### config.mk
export PLATFORM = sky130hd
export DESIGN_NAME = iq_amp_demod_flat
export DESIGN_NICKNAME = d
export VERILOG_FILES = /design/src/rtl/iq_amp_demod_pkg.sv /design/src/rtl/iq_amp_demod_if.sv /design/src/rtl/iq_amp_demod_amp_approx_pipe.sv /design/src/rtl/iq_amp_demod.sv /design/src/flat_wrapper.sv
export SDC_FILE = /design/constraint.sdc
export NUM_CORES = 2
export LEC_CHECK = 0
export ABC_AREA = 1
export CAP_MARGIN = 10
export CORE_UTILIZATION = 40
export DETAILED_ROUTE_END_ITERATION = 12
export SYNTH_ARGS = -nofsm -noshare
export SYNTH_HDL_FRONTEND = slang
export SYNTH_SLANG_ARGS = --single-unit
export TNS_END_PERCENT = 100
### constraint.sdc
create_clock -name clk -period 8 [get_ports clk]
set_input_delay 0.8 -clock clk [delete_from_list [all_inputs] [get_ports clk]]
set_output_delay 0.8 -clock clk [all_outputs]
set_load 0.05 [all_outputs]
### src/rtl/iq_amp_demod_pkg.sv
// Shared widths and helpers for the multi-channel I/Q amplitude demodulator.
// The localparams give the widths at the default parameter set.
package iq_demod_pkg;

   function automatic int clog2(input int v);
      int r;
      r = 0;
      for (int i = 0; i < 31; i++) begin
         if ((1 << i) < v) r = i + 1;
      end
      return r;
   endfunction

   function automatic int ch_width(input int channels);
      return (clog2(channels) < 1) ? 1 : clog2(channels);
   endfunction

   function automatic logic [63:0] abs_s64(input logic signed [63:0] x);
      return (x < 0) ? -x : x;
   endfunction

   localparam int CH_W  = ch_width(4);
   localparam int P_W   = 10 + 9;
   localparam int ACC_W = P_W + 6;
   localparam int MAG_W = ACC_W + 1;

endpackage

### src/rtl/iq_amp_demod_if.sv
// Sample-in / amplitude-out bundle for iq_amp_demod; the slave side is the demodulator.
interface iq_amp_demod_if #(
   parameter int WIDTH_DATA    = 10,
   parameter int WIDTH_SIN_COS = 9,
   parameter int CHANNELS      = 4,
   parameter int WIDTH_AMP     = 10
);
   localparam int CHW = iq_demod_pkg::ch_width(CHANNELS);

   logic                            en;
   logic [CHW-1:0]                  ch;
   logic [WIDTH_DATA-1:0]           data;
   logic signed [WIDTH_SIN_COS-1:0] sin;
   logic signed [WIDTH_SIN_COS-1:0] cos;
   logic                            sync;
   logic [WIDTH_AMP-1:0]            amp;
   logic [CHW-1:0]                  amp_ch;
   logic                            amp_valid;

   modport master (output en, ch, data, sin, cos, sync,
                   input  amp, amp_ch, amp_valid);
   modport slave  (input  en, ch, data, sin, cos, sync,
                   output amp, amp_ch, amp_valid);
endinterface

### src/rtl/iq_amp_demod_amp_approx_pipe.sv
// Two-stage alpha-max-beta-min magnitude of a completed I/Q block, scaled to the
// output width; the channel tag rides along with the data.
module amp_approx_pipe
   import iq_demod_pkg::*;
#(
   parameter int AW        = 25,
   parameter int WIDTH_AMP = 10,
   parameter int CHW       = 2
) (
   input  logic                 clk,
   input  logic                 rst,
   input  logic                 in_valid_i,
   input  logic signed [AW-1:0] in_i_i,
   input  logic signed [AW-1:0] in_q_i,
   input  logic [CHW-1:0]       in_ch_i,
   output logic [WIDTH_AMP-1:0] amp_o,
   output logic [CHW-1:0]       amp_ch_o,
   output logic                 amp_valid_o
);
   localparam int MW = AW + 1;

   logic [AW-1:0]        a_d, b_d, a_q, b_q;
   logic                 s1_v_q;
   logic [CHW-1:0]       s1_ch_q;
   logic [AW-1:0]        mx, mn;
   logic [MW-1:0]        mag;
   logic [WIDTH_AMP-1:0] amp_d, amp_q;
   logic [CHW-1:0]       amp_ch_q;
   logic                 amp_v_q;

   always_comb begin
      a_d = AW'(abs_s64(64'(in_i_i)));
      b_d = AW'(abs_s64(64'(in_q_i)));
   end

   // 1 + 1/4 + 1/8 of the smaller component approximates sqrt(a^2 + b^2)
   always_comb begin
      mx  = (a_q >= b_q) ? a_q : b_q;
      mn  = (a_q >= b_q) ? b_q : a_q;
      mag = MW'(mx) + MW'(mn >> 2) + MW'(mn >> 3);
   end

   generate
      if (MW > WIDTH_AMP) begin : g_shift
         logic [MW-1:0] sh;
         assign sh    = mag >> (MW - WIDTH_AMP);
         assign amp_d = ((sh >> WIDTH_AMP) != '0) ? '1 : sh[WIDTH_AMP-1:0];
      end else begin : g_ext
         assign amp_d = WIDTH_AMP'(mag);
      end
   endgenerate

   always_ff @(posedge clk) begin
      if (rst) begin
         a_q      <= '0;
         b_q      <= '0;
         s1_v_q   <= 1'b0;
         s1_ch_q  <= '0;
         amp_q    <= '0;
         amp_ch_q <= '0;
         amp_v_q  <= 1'b0;
      end else begin
         s1_v_q  <= in_valid_i;
         amp_v_q <= s1_v_q;
         if (in_valid_i) begin
            a_q     <= a_d;
            b_q     <= b_d;
            s1_ch_q <= in_ch_i;
         end
         if (s1_v_q) begin
            amp_q    <= amp_d;
            amp_ch_q <= s1_ch_q;
         end
      end
   end

   assign amp_o       = amp_q;
   assign amp_ch_o    = amp_ch_q;
   assign amp_valid_o = amp_v_q;
endmodule

### src/rtl/iq_amp_demod.sv
// Multi-channel synchronous I/Q demodulator: per-channel integrate-and-dump of
// sample*cos / sample*sin over 2**LOG2_N samples, then amplitude estimation.
module iq_amp_demod
   import iq_demod_pkg::*;
#(
   parameter int WIDTH_DATA    = 10,
   parameter int WIDTH_SIN_COS = 9,
   parameter int CHANNELS      = 4,
   parameter int LOG2_N        = 6,
   parameter int WIDTH_AMP     = 10
) (
   input logic           clk,
   input logic           rst,
   iq_amp_demod_if.slave bus
);
   localparam int CHW = ch_width(CHANNELS);
   localparam int PW  = WIDTH_DATA + WIDTH_SIN_COS;
   localparam int AW  = PW + LOG2_N;
   localparam logic [LOG2_N-1:0] CNT_LAST = '1;

   logic signed [WIDTH_DATA-1:0] smp;
   logic signed [PW-1:0]         prod_i, prod_q;
   logic signed [AW-1:0]         ext_i, ext_q;
   logic                         ch_ok;

   logic signed [AW-1:0] acc_i_d [CHANNELS];
   logic signed [AW-1:0] acc_i_q [CHANNELS];
   logic signed [AW-1:0] acc_q_d [CHANNELS];
   logic signed [AW-1:0] acc_q_q [CHANNELS];
   logic [LOG2_N-1:0]    cnt_d   [CHANNELS];
   logic [LOG2_N-1:0]    cnt_q   [CHANNELS];

   logic                 blk_v_d, blk_v_q;
   logic signed [AW-1:0] blk_i_d, blk_i_q, blk_q_d, blk_q_q;
   logic [CHW-1:0]       blk_ch_d, blk_ch_q;

   // Offset-binary to two's complement is just an MSB flip
   assign smp    = {~bus.data[WIDTH_DATA-1], bus.data[WIDTH_DATA-2:0]};
   assign prod_i = PW'(smp) * PW'(bus.cos);
   assign prod_q = PW'(smp) * PW'(bus.sin);
   assign ext_i  = AW'(prod_i);
   assign ext_q  = AW'(prod_q);
   assign ch_ok  = int'(bus.ch) < CHANNELS;

   always_comb begin
      acc_i_d  = acc_i_q;
      acc_q_d  = acc_q_q;
      cnt_d    = cnt_q;
      blk_v_d  = 1'b0;
      blk_i_d  = blk_i_q;
      blk_q_d  = blk_q_q;
      blk_ch_d = blk_ch_q;
      for (int c = 0; c < CHANNELS; c++) begin
         if (bus.sync) begin
            acc_i_d[c] = '0;
            acc_q_d[c] = '0;
            cnt_d[c]   = '0;
         end
         // sync is applied first so a coincident sample opens the new block
         if (bus.en && ch_ok && (bus.ch == CHW'(c))) begin
            if (cnt_d[c] == CNT_LAST) begin
               blk_v_d    = 1'b1;
               blk_i_d    = acc_i_d[c] + ext_i;
               blk_q_d    = acc_q_d[c] + ext_q;
               blk_ch_d   = bus.ch;
               acc_i_d[c] = '0;
               acc_q_d[c] = '0;
               cnt_d[c]   = '0;
            end else begin
               acc_i_d[c] = acc_i_d[c] + ext_i;
               acc_q_d[c] = acc_q_d[c] + ext_q;
               cnt_d[c]   = cnt_d[c] + 1'b1;
            end
         end
      end
   end

   always_ff @(posedge clk) begin
      if (rst) begin
         for (int c = 0; c < CHANNELS; c++) begin
            acc_i_q[c] <= '0;
            acc_q_q[c] <= '0;
            cnt_q[c]   <= '0;
         end
         blk_v_q  <= 1'b0;
         blk_i_q  <= '0;
         blk_q_q  <= '0;
         blk_ch_q <= '0;
      end else begin
         acc_i_q  <= acc_i_d;
         acc_q_q  <= acc_q_d;
         cnt_q    <= cnt_d;
         blk_v_q  <= blk_v_d;
         blk_i_q  <= blk_i_d;
         blk_q_q  <= blk_q_d;
         blk_ch_q <= blk_ch_d;
      end
   end

   amp_approx_pipe #(
      .AW        (AW),
      .WIDTH_AMP (WIDTH_AMP),
      .CHW       (CHW)
   ) u_pipe (
      .clk         (clk),
      .rst         (rst),
      .in_valid_i  (blk_v_q),
      .in_i_i      (blk_i_q),
      .in_q_i      (blk_q_q),
      .in_ch_i     (blk_ch_q),
      .amp_o       (bus.amp),
      .amp_ch_o    (bus.amp_ch),
      .amp_valid_o (bus.amp_valid)
   );
endmodule
### src/flat_wrapper.sv
// flat-port wrapper written by rule: the top's interface ports become plain ports
module iq_amp_demod_flat import iq_demod_pkg::*;
#(
   parameter int WIDTH_DATA    = 10,
   parameter int WIDTH_SIN_COS = 9,
   parameter int CHANNELS      = 4,
   parameter int LOG2_N        = 6,
   parameter int WIDTH_AMP     = 10
)
  (clk, rst, bus_en, bus_ch, bus_data, bus_sin, bus_cos, bus_sync, bus_amp, bus_amp_ch, bus_amp_valid);
  iq_amp_demod_if #(.WIDTH_DATA(WIDTH_DATA), .WIDTH_SIN_COS(WIDTH_SIN_COS), .CHANNELS(CHANNELS), .WIDTH_AMP(WIDTH_AMP)) bus_i ();
  input logic clk;
  input logic rst;
  input wire logic [$bits(bus_i.en)-1:0] bus_en;
  input wire logic [$bits(bus_i.ch)-1:0] bus_ch;
  input wire logic [$bits(bus_i.data)-1:0] bus_data;
  input wire logic [$bits(bus_i.sin)-1:0] bus_sin;
  input wire logic [$bits(bus_i.cos)-1:0] bus_cos;
  input wire logic [$bits(bus_i.sync)-1:0] bus_sync;
  output wire logic [$bits(bus_i.amp)-1:0] bus_amp;
  output wire logic [$bits(bus_i.amp_ch)-1:0] bus_amp_ch;
  output wire logic [$bits(bus_i.amp_valid)-1:0] bus_amp_valid;
  assign bus_i.en = bus_en;
  assign bus_i.ch = bus_ch;
  assign bus_i.data = bus_data;
  assign bus_i.sin = bus_sin;
  assign bus_i.cos = bus_cos;
  assign bus_i.sync = bus_sync;
  assign bus_amp = bus_i.amp;
  assign bus_amp_ch = bus_i.amp_ch;
  assign bus_amp_valid = bus_i.amp_valid;
  iq_amp_demod #(.WIDTH_DATA(WIDTH_DATA), .WIDTH_SIN_COS(WIDTH_SIN_COS), .CHANNELS(CHANNELS), .LOG2_N(LOG2_N), .WIDTH_AMP(WIDTH_AMP)) u_core (.clk(clk), .rst(rst), .bus(bus_i));
endmodule
==> run summary <==
The initial antenna violation count came out at 3. The final critical path time including I/O delays and setup was 7.56 ns; the synthesized area was 35700 um^2. The clock tree synthesis step divided the H-tree into 2 levels. The reg-to-reg endpoint was u_core.u_pipe.amp_o[8]. The post-route netlist has 5.05% of its cells at a drive strength greater than 1. The placed instances occupy a cell area of 37500 um^2. The dominant register cell in the synthesized netlist is sky130_fd_sc_hd__dfxtp_1. For the number of hold-repair buffers added at the cts stage, the log shows 0. The measured slew at the worst slew-check pin is 1.26 ns. Of all cell types, the one taking the most synthesized area is sky130_fd_sc_hd__dfxtp_1. Setup repair after global routing left no endpoint under its margin. After detailed routing, the number of vias per cell comes to 5.20. The port buffer count works out to 46. The share of the clock period used by the worst path after layout works out to 94.4%. The cell count after placement is 6634. The worst-case hold path end point was u_core.u_pipe.amp_o[9]. The run gives 0 as the count of antenna diodes in the layout. The root buffer cell chosen for the clock tree is sky130_fd_sc_hd__clkbuf_16.

The number of vias after detailed routing is 34900, and the number of global-route vias before repair is 33100. At the worst endpoint, the required time is 8.44 ns. The first-pass GRT wire length was 181 mm; the wire length reported by the detailed router was 114 mm. The die is 301 um tall.

The buffer levels on the longest clock path was 3. Ranked by total cell area, the synthesized netlist is headed by sky130_fd_sc_hd__dfxtp_1 19%, sky130_fd_sc_hd__nand2_1 15%, sky130_fd_sc_hd__fa_1 10%, sky130_fd_sc_hd__inv_1 10%, sky130_fd_sc_hd__ha_1 9.7%. On the worst path, the slowest cell contributes a delay of 0.67 ns. The hold path startpoint is u_core.u_pipe.amp_o[9].

After detailed routing, the number of remaining DRC violations is 0. The sequential cell area fraction in the yosys report is 19.2%, and the area added between synthesis and finish is 9.05%. Clock-pin slew was measured on the worst setup and hold paths at 0.06 ns. The startpoint identified for the worst register-to-register timing path is u_core.u_pipe.b_q[16]. The synthesized netlist contains 64 unique library cells.

The logs give 3023 for the initial detailed-routing violation count and 132 MHz for the maximum clock frequency. The overall global routing resource usage is 25.2%. After floorplanning, the core was divided into 109 placement rows.

Gate count after technology mapping: 5553. The worst setup path is of the primary input to flip-flop kind. The clock latency at the later pin of the worst-skew pair is 0.59 ns, and the number of nets in the final layout is 6009. Counting flops and latches in the post-synthesis netlist gives 343. The worst setup slack for register-to-register paths is 3.32 ns. Dividing the synthesized area by the synthesized cell count gives 6.43 um^2. After detailed routing, the average wire length per cell comes to 17.1 um.

Counting flops with an async set or reset pin after synthesis yields a share of 0%. The final-report hold violation count was 0. After synthesis, the most frequently instantiated cells are 1437 x sky130_fd_sc_hd__nand2_1, 952 x sky130_fd_sc_hd__inv_1, 479 x sky130_fd_sc_hd__nor2_1.

On the final layout, the worst clock skew is 0.0213 ns. The depth of the most critical reg-to-reg path was 20. The tightest min-delay check is of the flip-flop to flip-flop type.

The final-report max-slew violation count came out at 0. The count of filler cells inserted in the layout was 9417; the filler-free cell count of the finished design was 6711. The cell count of the worst hold path was 2; the warning count from the yosys run was 0. Gates resized during post-CTS repair numbered 0. The die is 301 um wide. The logs give 84.8 mm for the detailed placement HPWL and 90500 um^2 for the overall die area. After global routing the overflow that remains totals 0.

The tools report the startpoint kind of the worst setup timing path as a primary input. Pin placement for this block handled 47 I/O pins. Among all stages on the critical path, the largest delay is contributed by sky130_fd_sc_hd__clkdlybuf4s50_1. For the core box area, the log shows 88400 um^2. Yosys mapped a number of flops with a built-in enable equal to 0. The tools report the TritonCTS sink count as 343. The critical path contains buffers and inverters numbering 5 combined.

The run finished with clean final reports. The number of clock buffers added by TritonCTS is 43. STA puts the critical path data arrival time at 8.00 ns. Tracing the worst setup path back leads to its startpoint at bus_data[5].

TritonCTS built the clock tree. The tool flagged a number of max-cap violations equal to 0. Post-CTS timing repair inserted 0 buffers for setup.

The maximum number of pins on one net before global-route repair was 181. The design area was 38900 um^2. The dominant cell type by count on the critical path is sky130_fd_sc_hd__nand2_1.

For this configuration, the core starts out at a cell density of 40.4%. The most frequently used cell type in the post-synthesis netlist was sky130_fd_sc_hd__nand2_1. In this run the worst path has a maximum fanout of 11. The fraction of synthesized cell area taken by the top area cell type came out at 19.2%. Among cell families on the critical path, the largest total delay comes from adder cells.

For the worst slew margin relative to its limit, the log shows 15.8%. The tools report the type of destination of the critical path as a flip-flop. Synthesis produced a netlist with a net count of 6048. At the end of routability-driven placement, the weighted congestion stood at 0.935.

The number of detailed-route iterations in the first pass is 6. The remaining number of nets flagged by the antenna check after routing was 0; the count of final setup violators was 0.
state kept, by name, indices dropped and copies added (netlist names):
register                   count
u_core.acc_i_q               100
u_core.acc_q_q               100
u_core.blk_ch_q                2
u_core.blk_i_q                25
u_core.blk_q_q                25
u_core.blk_v_q                 1
u_core.cnt_q                  24
u_core.u_pipe.a_q             25
u_core.u_pipe.amp_ch_o         2
u_core.u_pipe.amp_o           10
u_core.u_pipe.amp_valid_o      1
u_core.u_pipe.b_q             25
u_core.u_pipe.s1_ch_q          2
u_core.u_pipe.s1_v_q           1
area by class of cell:
cell class                      instances  area, um^2  area share [%]
Timing Repair Buffer                  124        1080            2.76
Clock buffer                           57        1210            3.11
Inverter                              968        3630            9.33
Sequential cell                       343        6870            17.6
Tap cell                             1165        1460            3.74
Multi-Input combinational cell       4034       24400            62.7
Clock inverter                         20         267           0.685
through the flow:
stage          hold slack, ns  setup WS, ns  setup TNS (ns)  utilization, %
2_1_floorplan           0.440          1.10               0               -
3_3_place_gp            0.460       -0.0437         -0.0437            42.4
3_5_place_dp            0.467       -0.0757         -0.0757            42.4
4_1_cts                 0.476         0.524               0            44.1
5_1_grt                 0.503        0.0430               0            44.1
6_report                0.472         0.444               0            44.1
worst min-delay path, stage by stage (launching register included):
cell and delay (ns):
sky130_fd_sc_hd__dfxtp_1 0.30, sky130_fd_sc_hd__nand2_1 0.06, sky130_fd_sc_hd__a21oi_1 0.06
routing by layer:
layer / global-route usage, % / routed length [um] / part of all wire (%)
met3: 3.47 / 8100 / 7.1
met4: 7.20 / 3250 / 2.8
met5: 0 / 13 / 0.011
met1: 34.2 / 52000 / 45
met2: 41.3 / 51000 / 45
cells by family after synthesis:
logic type	synth area share (%)
XOR/XNOR	5.34
buffers and inverters	12.6
AND/OR/NAND/NOR	27.6
flip-flops	19.2
AO/OA/AOI/OAI	15.2
adder cells (fa/ha/maj)	20.0
placed cells by master, fill, tap and decap left out, types with 45 or more instances in the layout:
cell and count:
sky130_fd_sc_hd__nand2_1 1436, sky130_fd_sc_hd__inv_1 950, sky130_fd_sc_hd__nor2_1 477, sky130_fd_sc_hd__a21oi_1 471, sky130_fd_sc_hd__dfxtp_1 342, sky130_fd_sc_hd__o21ai_0 298
sky130_fd_sc_hd__ha_1 278, sky130_fd_sc_hd__nand3_1 230, sky130_fd_sc_hd__fa_1 183, sky130_fd_sc_hd__xor2_1 137, sky130_fd_sc_hd__xnor2_1 79, sky130_fd_sc_hd__buf_4 76
sky130_fd_sc_hd__nand4_1 45, sky130_fd_sc_hd__clkbuf_16 45
worst max path at each step:
stage | to | slack, ns | cells past startpoint
after detailed placement | u_core.blk_i_q[21] | -0.08 | 29
after floorplan | u_core.acc_q_q[19] | 1.10 | 30
after global placement | u_core.blk_i_q[21] | -0.04 | 29
final | u_core.blk_i_q[21] | 0.44 | 29
after global routing | u_core.blk_i_q[22] | 0.04 | 31
after CTS | u_core.blk_i_q[21] | 0.52 | 29
Power is not shown: default switching activity piles up to over one toggle a cycle in this logic, so the estimate is an artifact.
